<file path="src/rtl/network_interface.sv">
// Mesh network interface: credit-based flit injection toward the router local port
// and a 4-entry first-word-fall-through ejection FIFO that returns credits on pop.
module network_interface #(
   parameter int ADDR_W  = 4,
   parameter int DATA_W  = 32,
   parameter int CREDITS = 4,
   parameter int FLIT_W  = 1 + 2*ADDR_W + DATA_W
) (
   input  logic              clk,
   input  logic              rst,
   input  logic [ADDR_W-1:0] my_addr_i,
   input  logic              tx_valid_i,
   output logic              tx_ready_o,
   input  logic [ADDR_W-1:0] tx_dest_i,
   input  logic [DATA_W-1:0] tx_data_i,
   output logic [FLIT_W-1:0] inject_flit_o,
   input  logic              credit_incr_i,
   input  logic [FLIT_W-1:0] eject_flit_i,
   output logic              rx_valid_o,
   input  logic              rx_ready_i,
   output logic [DATA_W-1:0] rx_data_o,
   output logic [ADDR_W-1:0] rx_src_o,
   output logic              eject_credit_o,
   output logic              credit_err_o,
   output logic              eject_ovf_o,
   output logic              misroute_o,
   output logic [15:0]       stall_cnt_o
);

   localparam int            CW   = $clog2(CREDITS + 1);
   localparam logic [CW-1:0] CMAX = CW'(CREDITS);
   localparam int            EW   = ADDR_W + DATA_W;

   typedef enum logic [1:0] {IDLE = 2'd0, SEND = 2'd1, STALL = 2'd2} inj_state_t;

   inj_state_t    state, state_nxt;
   logic [CW-1:0] credit_cnt;
   logic          accept;

   // Gating with rst keeps the core from seeing ready while the block is held in reset.
   assign tx_ready_o = rst & (credit_cnt != '0);
   assign accept     = tx_valid_i & tx_ready_o;

   always_comb begin
      state_nxt = IDLE;
      if (accept)
         state_nxt = SEND;
      else if (tx_valid_i && credit_cnt == '0)
         state_nxt = STALL;
   end

   always_ff @(posedge clk or negedge rst) begin
      if (!rst) begin
         state       <= IDLE;
         stall_cnt_o <= '0;
      end else begin
         state <= state_nxt;
         if (state_nxt == STALL && stall_cnt_o != 16'hFFFF)
            stall_cnt_o <= stall_cnt_o + 16'd1;
      end
   end

   // A returned credit and an accept in the same cycle cancel out.
   always_ff @(posedge clk or negedge rst) begin
      if (!rst) begin
         credit_cnt   <= CMAX;
         credit_err_o <= 1'b0;
      end else if (accept && !credit_incr_i) begin
         credit_cnt <= credit_cnt - CW'(1);
      end else if (!accept && credit_incr_i) begin
         if (credit_cnt == CMAX)
            credit_err_o <= 1'b1;
         else
            credit_cnt <= credit_cnt + CW'(1);
      end
   end

   always_ff @(posedge clk or negedge rst) begin
      if (!rst)
         inject_flit_o <= '0;
      else if (accept)
         inject_flit_o <= {1'b1, tx_dest_i, my_addr_i, tx_data_i};
      else
         inject_flit_o <= '0;
   end

   // Ejection side
   logic [EW-1:0]     mem [4];
   logic [1:0]        wr_ptr, rd_ptr;
   logic [2:0]        count;
   logic              ej_vld, full, push, pop;
   logic [ADDR_W-1:0] ej_dest, ej_src;
   logic [DATA_W-1:0] ej_data;

   assign ej_vld  = eject_flit_i[FLIT_W-1];
   assign ej_dest = eject_flit_i[FLIT_W-2 -: ADDR_W];
   assign ej_src  = eject_flit_i[EW-1 -: ADDR_W];
   assign ej_data = eject_flit_i[DATA_W-1:0];

   assign full       = (count == 3'd4);
   assign rx_valid_o = (count != 3'd0);
   assign pop        = rx_valid_o & rx_ready_i;
   // When full, a push is only taken if the head leaves in the same cycle.
   assign push       = ej_vld & (~full | pop);

   assign {rx_src_o, rx_data_o} = mem[rd_ptr];

   always_ff @(posedge clk) begin
      if (push)
         mem[wr_ptr] <= {ej_src, ej_data};
   end

   always_ff @(posedge clk or negedge rst) begin
      if (!rst) begin
         wr_ptr         <= '0;
         rd_ptr         <= '0;
         count          <= '0;
         eject_credit_o <= 1'b0;
         eject_ovf_o    <= 1'b0;
         misroute_o     <= 1'b0;
      end else begin
         eject_credit_o <= pop;
         if (push)
            wr_ptr <= wr_ptr + 2'd1;
         if (pop)
            rd_ptr <= rd_ptr + 2'd1;
         case ({push, pop})
            2'b10:   count <= count + 3'd1;
            2'b01:   count <= count - 3'd1;
            default: count <= count;
         endcase
         if (ej_vld && full && !pop)
            eject_ovf_o <= 1'b1;
         if (ej_vld && ej_dest != my_addr_i)
            misroute_o <= 1'b1;
      end
   end

endmodule

</file>
<file path="config.mk">
export PLATFORM = sky130hd
export DESIGN_NAME = network_interface
export DESIGN_NICKNAME = d
export VERILOG_FILES = /design/src/rtl/network_interface.sv
export SDC_FILE = /design/constraint.sdc
export NUM_CORES = 1
export LEC_CHECK = 0
export BUFFER_PORTS_ARGS = -buffer_cell sky130_fd_sc_hd__buf_2
export CAP_MARGIN = 40
export CORE_ASPECT_RATIO = 1.1
export CORE_MARGIN = 4
export CORE_UTILIZATION = 40
export DETAILED_ROUTE_END_ITERATION = 7
export PLACE_DENSITY_LB_ADDON = 0.08
export SLEW_MARGIN = 15
export SYNTH_ARGS = -nofsm -noshare
export SYNTH_HDL_FRONTEND = slang
export SYNTH_SLANG_ARGS = --single-unit
</file>
<file path="constraint.sdc">
create_clock -name clk -period 3.8 [get_ports clk]
set_clock_uncertainty 0.05 [all_clocks]
set_input_delay 0.38 -clock clk [delete_from_list [all_inputs] [get_ports clk]]
set_output_delay 0.38 -clock clk [all_outputs]
set_load 0.005 [all_outputs]
</file>
==> results of run 1 <==
## sequential cells by signal (all words and copies together) (netlist names), 2 cells and up
signal and cells:
mem 144, wr_ptr 2, inject_flit_o 41, credit_cnt 3
count 3, rd_ptr 2, stall_cnt_o 16
## cell usage in the layout, fill, tap and decap left out, drive strengths merged, types with 2 or more instances in the layout
cell / n
a211oi: 2
edfxtp: 144
fa: 2
nand2b: 2
ha: 7
xor2: 13
and3: 42
nand2: 8
a21o: 2
nor2: 3
a31oi: 2
inv: 14
nor4b: 2
clkinv: 11
or2: 2
buf: 196
nor4: 5
dfrtp: 70
clkbuf: 27
a31o: 2
a21oi: 6
mux4: 36
nor3: 3
nand3: 3
o21ai: 3
bufinv: 3
and2: 5
xnor2: 11
nand4: 8
## power by group through the flow
stage,Sequential [mW],Clock [mW],Combinational (mW)
3_3_place_gp,3.33,0,1.57
6_report,3.22,2.17,1.69
5_1_grt,3.28,2.34,1.88
4_1_cts,3.23,2.25,1.75
2_1_floorplan,3.14,0,1.06
3_5_place_dp,3.28,0,1.75
## layer usage
layer | GRT usage [%] | part of all wire [%]
met1 | 18.8 | 39
met2 | 24.4 | 50
met3 | 5.86 | 9.9
met4 | 2.69 | 1.0
met5 | 0 | 0.042
## area by class of cell
type / count / share of cell area (%)
sequential: 215 / 59.8
antenna: 1 / 0.0245
clock inverter: 14 / 1.37
clock buffer: 27 / 5.79
tap: 252 / 3.09
timing repair buffer: 197 / 10.9
inverter: 14 / 0.515
multi-input combinational: 181 / 18.5
## logic make-up after synthesis
logic type	Yosys count	share of synthesized area, %
buffers and inverters	34	1.65
XOR/XNOR	24	2.59
flip-flops	215	75.1
adder cells (fa/ha/maj)	9	1.57
AO/OA/AOI/OAI	22	1.93
multiplexers	38	10.2
AND/OR/NAND/NOR	88	6.87
## final timing paths
kind | start | endpoint | slack, ns
max in group asynchronous | rst | credit_cnt[2]$_DFFE_PN1P_ | 2.77
min in group asynchronous | rst | stall_cnt_o[9]$_DFFE_PN0P_ | 0.36
worst max-delay path | rd_ptr[0]$_DFFE_PN0N_ | rx_src_o[3] | 1.0
worst max register to register | credit_cnt[2]$_DFFE_PN1P_ | credit_cnt[2]$_DFFE_PN1P_ | 1.19
worst min-delay path | eject_flit_i[6] | mem[1][6]$_DFFE_PP_ | 0.05
worst min register to register | misroute_o$_DFFE_PN0P_ | misroute_o$_DFFE_PN0P_ | 0.41
## repair_timing
action,4_1_cts,5_1_grt
endpoints found under the setup margin,0,0
hold endpoints to repair,16,0
hold buffers,1,0
## metrics by stage
step	setup slack (ns)	cell area (um2)
after global routing	0.771	10200
after detailed placement	1.18	9460
after global placement	1.25	9330
final	0.996	10200
after CTS	0.859	10200
after floorplan	1.54	8120
## worst max-delay path, delay by kind of cell (launching register included)
kind / cells / cell delay, ns
flops: 1 / 0.84
mux: 1 / 0.54
buf+inv: 2 / 0.50
==> impl_metrics.toml, run 1 <==
[critical_path]
start_kind = "flop"
path_class = "flop to output pin"
worstRegToRegCells = 10
cpPeakStageDelay_ns = 0.84
cp_max_fo = 22
crit_path_end_kind = "output pin"
cp_cell_sequence = "buf_4 > mux4_2 > buf_2"
cp.arrival_ns = 2.37
crit_slowest_cell = "dfrtp_2"
critical_path_required_ns = 3.37

[grt]
grt_pass1_vias = 4827
antenna_found_initial = 1
overflow = 0
grt_first_pass_wirelength_mm = 26.3
grt_max_degree = 56
grt_usage_pct = 14.8

[synth]
syn_area_mm2 = 0.00812
synth_area_leaders = "edfxtp_1, dfrtp_1, mux4_2"
yosysSeqAreaShare_pct = 75.1
synth_nets = 525
synth_cells = 430
synth_cell_types = 43
avgSynthCellArea_um2 = 18.9
yosysTopAreaCell = "edfxtp_1"
async_flop_share_pct = 33.0
synth.most_common_cell = "edfxtp_1"
yosys_warnings = 0
yosysTopAreaCellShare_pct = 53.3
ys.flop_type = "edfxtp_1"
ys_ff_latch = 215
synth_edf_count = 144
synth_commonest_cells = "edfxtp_1, dfrtp_1, and3_1"

[final_layout]
regArea_mm2 = 0.00610
fill_cells = 1616
utilization_pct = 51.2
area_delta_synth_final_pct = 25.7
drive_above_1_share_pct = 43.7
multi_input_area_mm2 = 0.00189
fin_cells = 901
layout.nets = 727

[timing]
finalSetupTns_ns = 0
min_period_over_period_pct = 73.8
slew_viol_final = 0
relSlewSlack_pct = 51.5
hold_viol_final = 0
worst_slew_pin_slew_ns = 0.728
finalCriticalPeriod_ns = 2.80
finalSetupViolCount = 0
fmax_mhz = 357
holdWs_ns = 0.0502
rsz0062_at_grt = "false"

[clock_tree]
cts_buffers = 23
clk_pin_slew_ns = 0.06
cts-htree-levels = 1
root_buffer = "clkbuf_16"
clk_latency_ns = 0.50
cts_setup_buffers = 0
clk_path_buf_depth = 3
ctsResizeCount = 0
cts_sinks = 215
cts_tree = "yes"

[power_and_ir_drop]
pwr-share-clk_pct = 30.6
switchingPower_mw = 1.92
intPower_mw = 5.16
p_seq_share_pct = 45.5
ir_drop_v = 0.000360
p_per_area_mw_per_mm2 = 694
power.share.combinational_pct = 23.9
power.share.switching_pct = 27.2
leakagePower_nw = 4.33
total_power_mw = 7.08

[run_status]
status = "finished clean"

[floorplanning]
io-pin-count = 185
die_w_um = 144
core_mm2 = 0.0199
start_util_pct = 40.7
rows = 54
die_h_um = 157
dieArea_mm2 = 0.0226

[min_path]
hold_depth = 1
holdCritPathClass = "input port to flop"

[detailed_routing]
drt-vias-per-instance = 4.99
drt-initial-drc-count = 174
drcViolationCount = 0
antenna_left = 0
num_vias = 4500
dr.pass1.iters = 4
wire_per_inst_um = 18.6
routed_wl_mm = 16.8

[place]
port_buffers = 184
hpwlAfterDp_mm = 11.3
place_congestion = 0.743
dp.cells = 858

[job]
maxCapViolations = 0
(Power assumes the default switching activity.)
==> inputs of run 2 (changes only) <==
Settings changed: ABC_AREA set to 1.
Clock period 3.8 ns to 2.4 ns, I/O delays scaled along.
==> impl_metrics.toml, run 2 <==
[run_status]
status = "finished clean"

[detailed_routing]
antenna_left = 0
drcViolationCount = 0
wire_per_inst_um = 15.5
num_vias = 6036
drt-initial-drc-count = 303
dr.pass1.iters = 4
routed_wl_mm = 19.9
drt-vias-per-instance = 4.70

[synth]
synth_cells = 707
synth_area_leaders = "edfxtp_1, dfrtp_1, nor2_1"
ys_ff_latch = 215
avgSynthCellArea_um2 = 12.0
synth_nets = 802
yosysSeqAreaShare_pct = 71.7
yosysTopAreaCellShare_pct = 50.8
ys.flop_type = "edfxtp_1"
synth_cell_types = 33
synth_edf_count = 144
async_flop_share_pct = 33.0
syn_area_mm2 = 0.00851
yosysTopAreaCell = "edfxtp_1"
yosys_warnings = 0
synth.most_common_cell = "edfxtp_1"
synth_commonest_cells = "edfxtp_1, nor2_1, inv_1, o21ai_0, dfrtp_1"

[final_layout]
final_common_cell = "buf_2"
most-common-layout-cells = "buf_2, edfxtp_1, nor2_1"
drive_above_1_share_pct = 25.9
layout.nets = 1078
antenna_cells = 0
stdcell_area_mm2 = 0.0113
largest-register = "mem"
fill_cells = 1774
area_delta_synth_final_pct = 33.2
regArea_mm2 = 0.00610
multi_input_area_mm2 = 0.00202
reg.largest.list = "mem x144, inject_flit_o x41, stall_cnt_o x16"
largest_reg_flops = 144

[power_and_ir_drop]
power.share.switching_pct = 32.3
intPower_mw = 8.20
ir_drop_v = 0.000615
p_per_area_mw_per_mm2 = 1070
power.share.combinational_pct = 30.2
total_power_mw = 12.1
switchingPower_mw = 3.91
pwr-share-clk_pct = 27.9
leakagePower_nw = 4.90
p_seq_share_pct = 42.0

[min_path]
hold_depth = 4
holdCritPathClass = "input port to flop"
hold_end = "misroute_o$_DFFE_PN0P_"
hold_path_startpoint = "eject_flit_i[36]"

[floorplanning]
rows = 55
die_w_um = 147
dieArea_mm2 = 0.0237
core_mm2 = 0.0208
io-pin-count = 185
die_h_um = 161
start_util_pct = 41.0

[critical_path]
crit_path_end_kind = "output pin"
reg2reg_slack_ns = 0.26
cp_max_fo = 19
r2r-start = "credit_cnt[2]$_DFFE_PN1P_"
worstRegToRegCells = 11
cp.arrival_ns = 1.94
critical_path_required_ns = 2.11
path_class = "flop to output pin"
crit_start = "rd_ptr[0]$_DFFE_PN0N_"
reg2reg_to = "credit_cnt[2]$_DFFE_PN1P_"
start_kind = "flop"

[clock_tree]
cts_tree = "yes"
cts_setup_buffers = 0
clk_pin_slew_ns = 0.06
cts_sinks = 215
root_buffer = "clkbuf_16"
cts-htree-levels = 1
clk_path_buf_depth = 3
clk_latency_ns = 0.49
cts_buffers = 23

[grt]
grt_first_pass_wirelength_mm = 32.4
grt_usage_pct = 16.7
grt_pass1_vias = 6311
overflow = 0
grt_max_degree = 58
antenna_found_initial = 0

[timing]
setup_slack_ns = 0.166
slew_viol_final = 0
fmax_mhz = 448
worst_slew_pin_slew_ns = 0.605
holdWs_ns = 0.0432
finalSetupViolCount = 0
hold_viol_final = 0
relSlewSlack_pct = 59.6
min_period_over_period_pct = 93.1
rsz0062_at_grt = "false"
finalCriticalPeriod_ns = 2.23

[place]
dpl_cell_area_mm2 = 0.00983
hpwlAfterDp_mm = 12.3
port_buffers = 184
pre_cts_slack_ns = 0.261
place_congestion = 0.780

[job]
maxCapViolations = 0
-- run 2: worst max-delay path by stage --
stage	slack, ns	to
6_report	0.17	rx_data_o[31]
5_1_grt	0.04	credit_cnt[2]$_DFFE_PN1P_
4_1_cts	0.12	rx_data_o[31]
3_5_place_dp	0.26	credit_cnt[2]$_DFFE_PN1P_
3_3_place_gp	0.32	credit_cnt[2]$_DFFE_PN1P_
2_1_floorplan	-0.37	mem[0][0]$_DFFE_PP_
-- run 2: critical path, stage by stage (launching register included) --
cell and delay (ns):
dfrtp_2 0.60, buf_4 0.30, o21ai_0 0.11, o22ai_1 0.26, buf_2 0.17
-- run 2: cell families (layout without fill, tap and decap cells) --
logic type	Yosys count	count (layout)	synth area share [%]
flops	215	215	71.7
simple gates	234	234	11.5
compound gates	127	127	8.58
fa+ha+maj	9	9	1.50
buf+inv	104	395	4.94
xor+xnor	18	18	1.85
-- run 2: layout make-up --
type | count | share of cell area (%)
clock buffer | 31 | 5.58
clock inverter | 9 | 0.794
inverter | 77 | 2.55
multi-input combinational | 388 | 17.8
sequential | 215 | 53.8
tap | 285 | 3.14
timing repair buffer | 278 | 16.3
-- run 2: repair_timing --
item                      CTS  global route
hold buffers               79             0
resized for setup           0             0
hold endpoints to repair  216             0
-- run 2: power groups by stage --
stage,Clock (mW),Combinational [mW],Sequential [mW]
detailed placement,0,3.64,5.15
global placement,0,3.55,5.13
global route,3.66,4.14,5.16
CTS,3.48,3.76,5.08
floorplan,0,2.09,5.08
finish,3.37,3.65,5.08
-- run 2: routing by layer --
metal	part of all wire [%]	up-vias	GRT usage, %
li1	-	2944	-
met1	41	2890	20.8
met2	49	187	29.2
met3	8.3	15	5.13
met4	1.0	0	3.31
met5	0	-	0
-- run 2: stage by stage --
stage / cells / utilization (%) / setup TNS (ns)
floorplan: 707 / - / -53.85
finish: 1283 / 54.6 / 0
CTS: 1283 / 54.6 / 0
detailed placement: 1164 / 47.3 / 0
global placement: 1163 / 47.2 / 0
global route: 1283 / 54.6 / 0
==> inputs of run 3 (changes only) <==
Settings changed: CORE_ASPECT_RATIO 1.1 to 0.7, CORE_UTILIZATION 40 to 25, PLACE_DENSITY set to 0.45, PLACE_DENSITY_LB_ADDON 0.08 to unset.
==> impl_metrics.toml, run 3 (synthesis results as in run 2) <==
[power_and_ir_drop]
p_seq_share_pct = 39.8
intPower_mw = 8.43
power.share.combinational_pct = 30.4
power.share.switching_pct = 33.4
p_per_area_mw_per_mm2 = 1090
ir_drop_v = 0.000528
pwr-share-clk_pct = 29.8
switchingPower_mw = 4.23
leakagePower_nw = 4.98

[floorplanning]
io-pin-count = 185
core_mm2 = 0.0336
rows = 56
die_h_um = 162
dieArea_mm2 = 0.0371
die_w_um = 229
start_util_pct = 25.4

[critical_path]
worstRegToRegCells = 11
reg2reg_to = "credit_cnt[2]$_DFFE_PN1P_"
endpoint = "rx_data_o[4]"
crit_slowest_cell = "dfrtp_2"
crit_path_end_kind = "output pin"
cp_cell_sequence = "buf_4 > o21ai_0 > o22ai_1 > buf_2"
critical_path_required_ns = 2.11
cp_top_family = "buffers and inverters"
path_class = "flop to output pin"
cpPeakStageDelay_ns = 0.38
reg2reg_slack_ns = 0.26
crit_buf_inv = 2
crit_start = "rd_ptr[0]$_DFFE_PN0N_"
cp.arrival_ns = 1.90
r2r-start = "credit_cnt[2]$_DFFE_PN1P_"
cp_max_fo = 41
start_kind = "flop"
crit_cells = 4

[clock_tree]
ctsResizeCount = 0
cts-htree-levels = 1
cts_tree = "yes"
root_buffer = "clkbuf_16"
cts_sinks = 215
clk_pin_slew_ns = 0.06
clk_path_buf_depth = 3
cts_buffers = 24
clk_latency_ns = 0.52

[final_layout]
area_delta_synth_final_pct = 37.0
utilization_pct = 34.7
most-common-layout-cells = "buf_2, edfxtp_1, nor2_1"
final_common_cell = "buf_2"
stdcell_area_mm2 = 0.0117
largest-register = "mem"
fill_cells = 3347
antenna_cells = 0
drive_above_1_share_pct = 27.2
layout.nets = 1087
reg.largest.list = "mem x144, inject_flit_o x41, stall_cnt_o x16"
largest_reg_flops = 144
fin_cells = 1445

[grt]
grt_usage_pct = 12.0
grt_pass1_vias = 6078
antenna_found_initial = 0
grt_max_degree = 53
grt_first_pass_wirelength_mm = 35.4
overflow = 0

[timing]
rsz0062_at_grt = "false"
slew_viol_final = 0
relSlewSlack_pct = 54.4
fmax_mhz = 456
finalSetupTns_ns = 0
min_period_over_period_pct = 91.4
finalSetupViolCount = 0
worst_slew_pin_slew_ns = 0.684
holdWs_ns = 0.0396
finalCriticalPeriod_ns = 2.19
hold_viol_final = 0

[detailed_routing]
drt-initial-drc-count = 301
num_vias = 5891
antenna_left = 0
wl_met3_um = 745
drt-vias-per-instance = 4.08
wire_per_inst_um = 15.5
drcViolationCount = 0
dr.pass1.iters = 4
drt-met1-wl_mm = 11.0
wl_met2_mm = 10.2
routed_wl_mm = 22.4
highest_layer = "met4"

[place]
hpwlAfterDp_mm = 14.6
dp.cells = 1321
dpl_cell_area_mm2 = 0.0100
port_buffers = 184
place_congestion = 0.747

[min_path]
holdCritPathClass = "input port to flop"

[job]
maxCapViolations = 0

[run_status]
status = "finished clean"
[run 3: changes by cell type in the layout (fill, tap and decap cells not counted)]
cell	before	now
inv_6	0	1
clkbuf_8	2	4
dlygate4sd3_1	79	80
clkinv_1	4	1
clkbuf_1	4	1
clkbuf_16	23	25
buf_2	184	183
clkinvlp_4	0	2
clkbuf_4	2	1
buf_4	13	23
buf_12	2	0
clkinv_2	3	7
[run 3: what timing repair did]
action,4_1_cts,5_1_grt
setup buffers,0,0
hold endpoints to repair,206,0
setup endpoints to repair,0,0
hold buffers,80,0
[run 3: through the flow]
stage	setup slack, ns	total power, mW
floorplan	-0.374	7.17
global placement	0.264	8.97
detailed placement	0.254	8.98
CTS	0.138	12.9
global route	0.0560	13.6
finish	0.206	12.7
[run 3: how the worst min path moves through the flow]
stage / start / end / slack [ns] / depth (start not counted)
after floorplan: rst / count[0]$_DFFE_PN0P_ / -0.11 / 0
after global placement: rst / stall_cnt_o[4]$_DFFE_PN0P_ / 0.21 / 2
after detailed placement: rst / stall_cnt_o[4]$_DFFE_PN0P_ / 0.22 / 2
after CTS: eject_flit_i[36] / misroute_o$_DFFE_PN0P_ / 0.009 / 4
after global routing: eject_flit_i[36] / misroute_o$_DFFE_PN0P_ / 0.03 / 4
final: eject_flit_i[36] / misroute_o$_DFFE_PN0P_ / 0.04 / 4
[run 3: final cells by class]
type / instances / area (um2) / share of cell area [%]
clock buffer: 31 / 692 / 5.93
tap: 435 / 544 / 4.67
inverter: 77 / 289 / 2.48
clock inverter: 13 / 123 / 1.05
sequential: 215 / 6100 / 52.3
timing repair buffer: 286 / 1890 / 16.2
multi-input combinational: 388 / 2020 / 17.3
[run 3: metal layers]
| metal | vias up | global-route usage, % |
|---|---|---|
| met4 | 0 | 2.95 |
| met2 | 84 | 19.6 |
| met1 | 2804 | 16.7 |
| met5 | - | 0 |
| met3 | 33 | 2.19 |
| li1 | 2970 | - |
[run 3: power groups by stage]
stage | Combinational, mW | Sequential, mW | Clock (mW)
final | 3.85 | 5.03 | 3.77
after global routing | 4.38 | 5.11 | 4.07
after CTS | 4.00 | 5.04 | 3.91
after detailed placement | 3.87 | 5.11 | 0
after global placement | 3.87 | 5.10 | 0
after floorplan | 2.09 | 5.08 | 0
[run 3: worst reg2reg max path: cells and delay by family, from the launching register on]
| family | cells | cell delay [ns] |
|---|---|---|
| buf+inv | 3 | 0.22 |
| fa+ha+maj | 2 | 0.54 |
| flops | 1 | 0.55 |
| simple gates | 4 | 0.43 |
| xor+xnor | 2 | 0.29 |
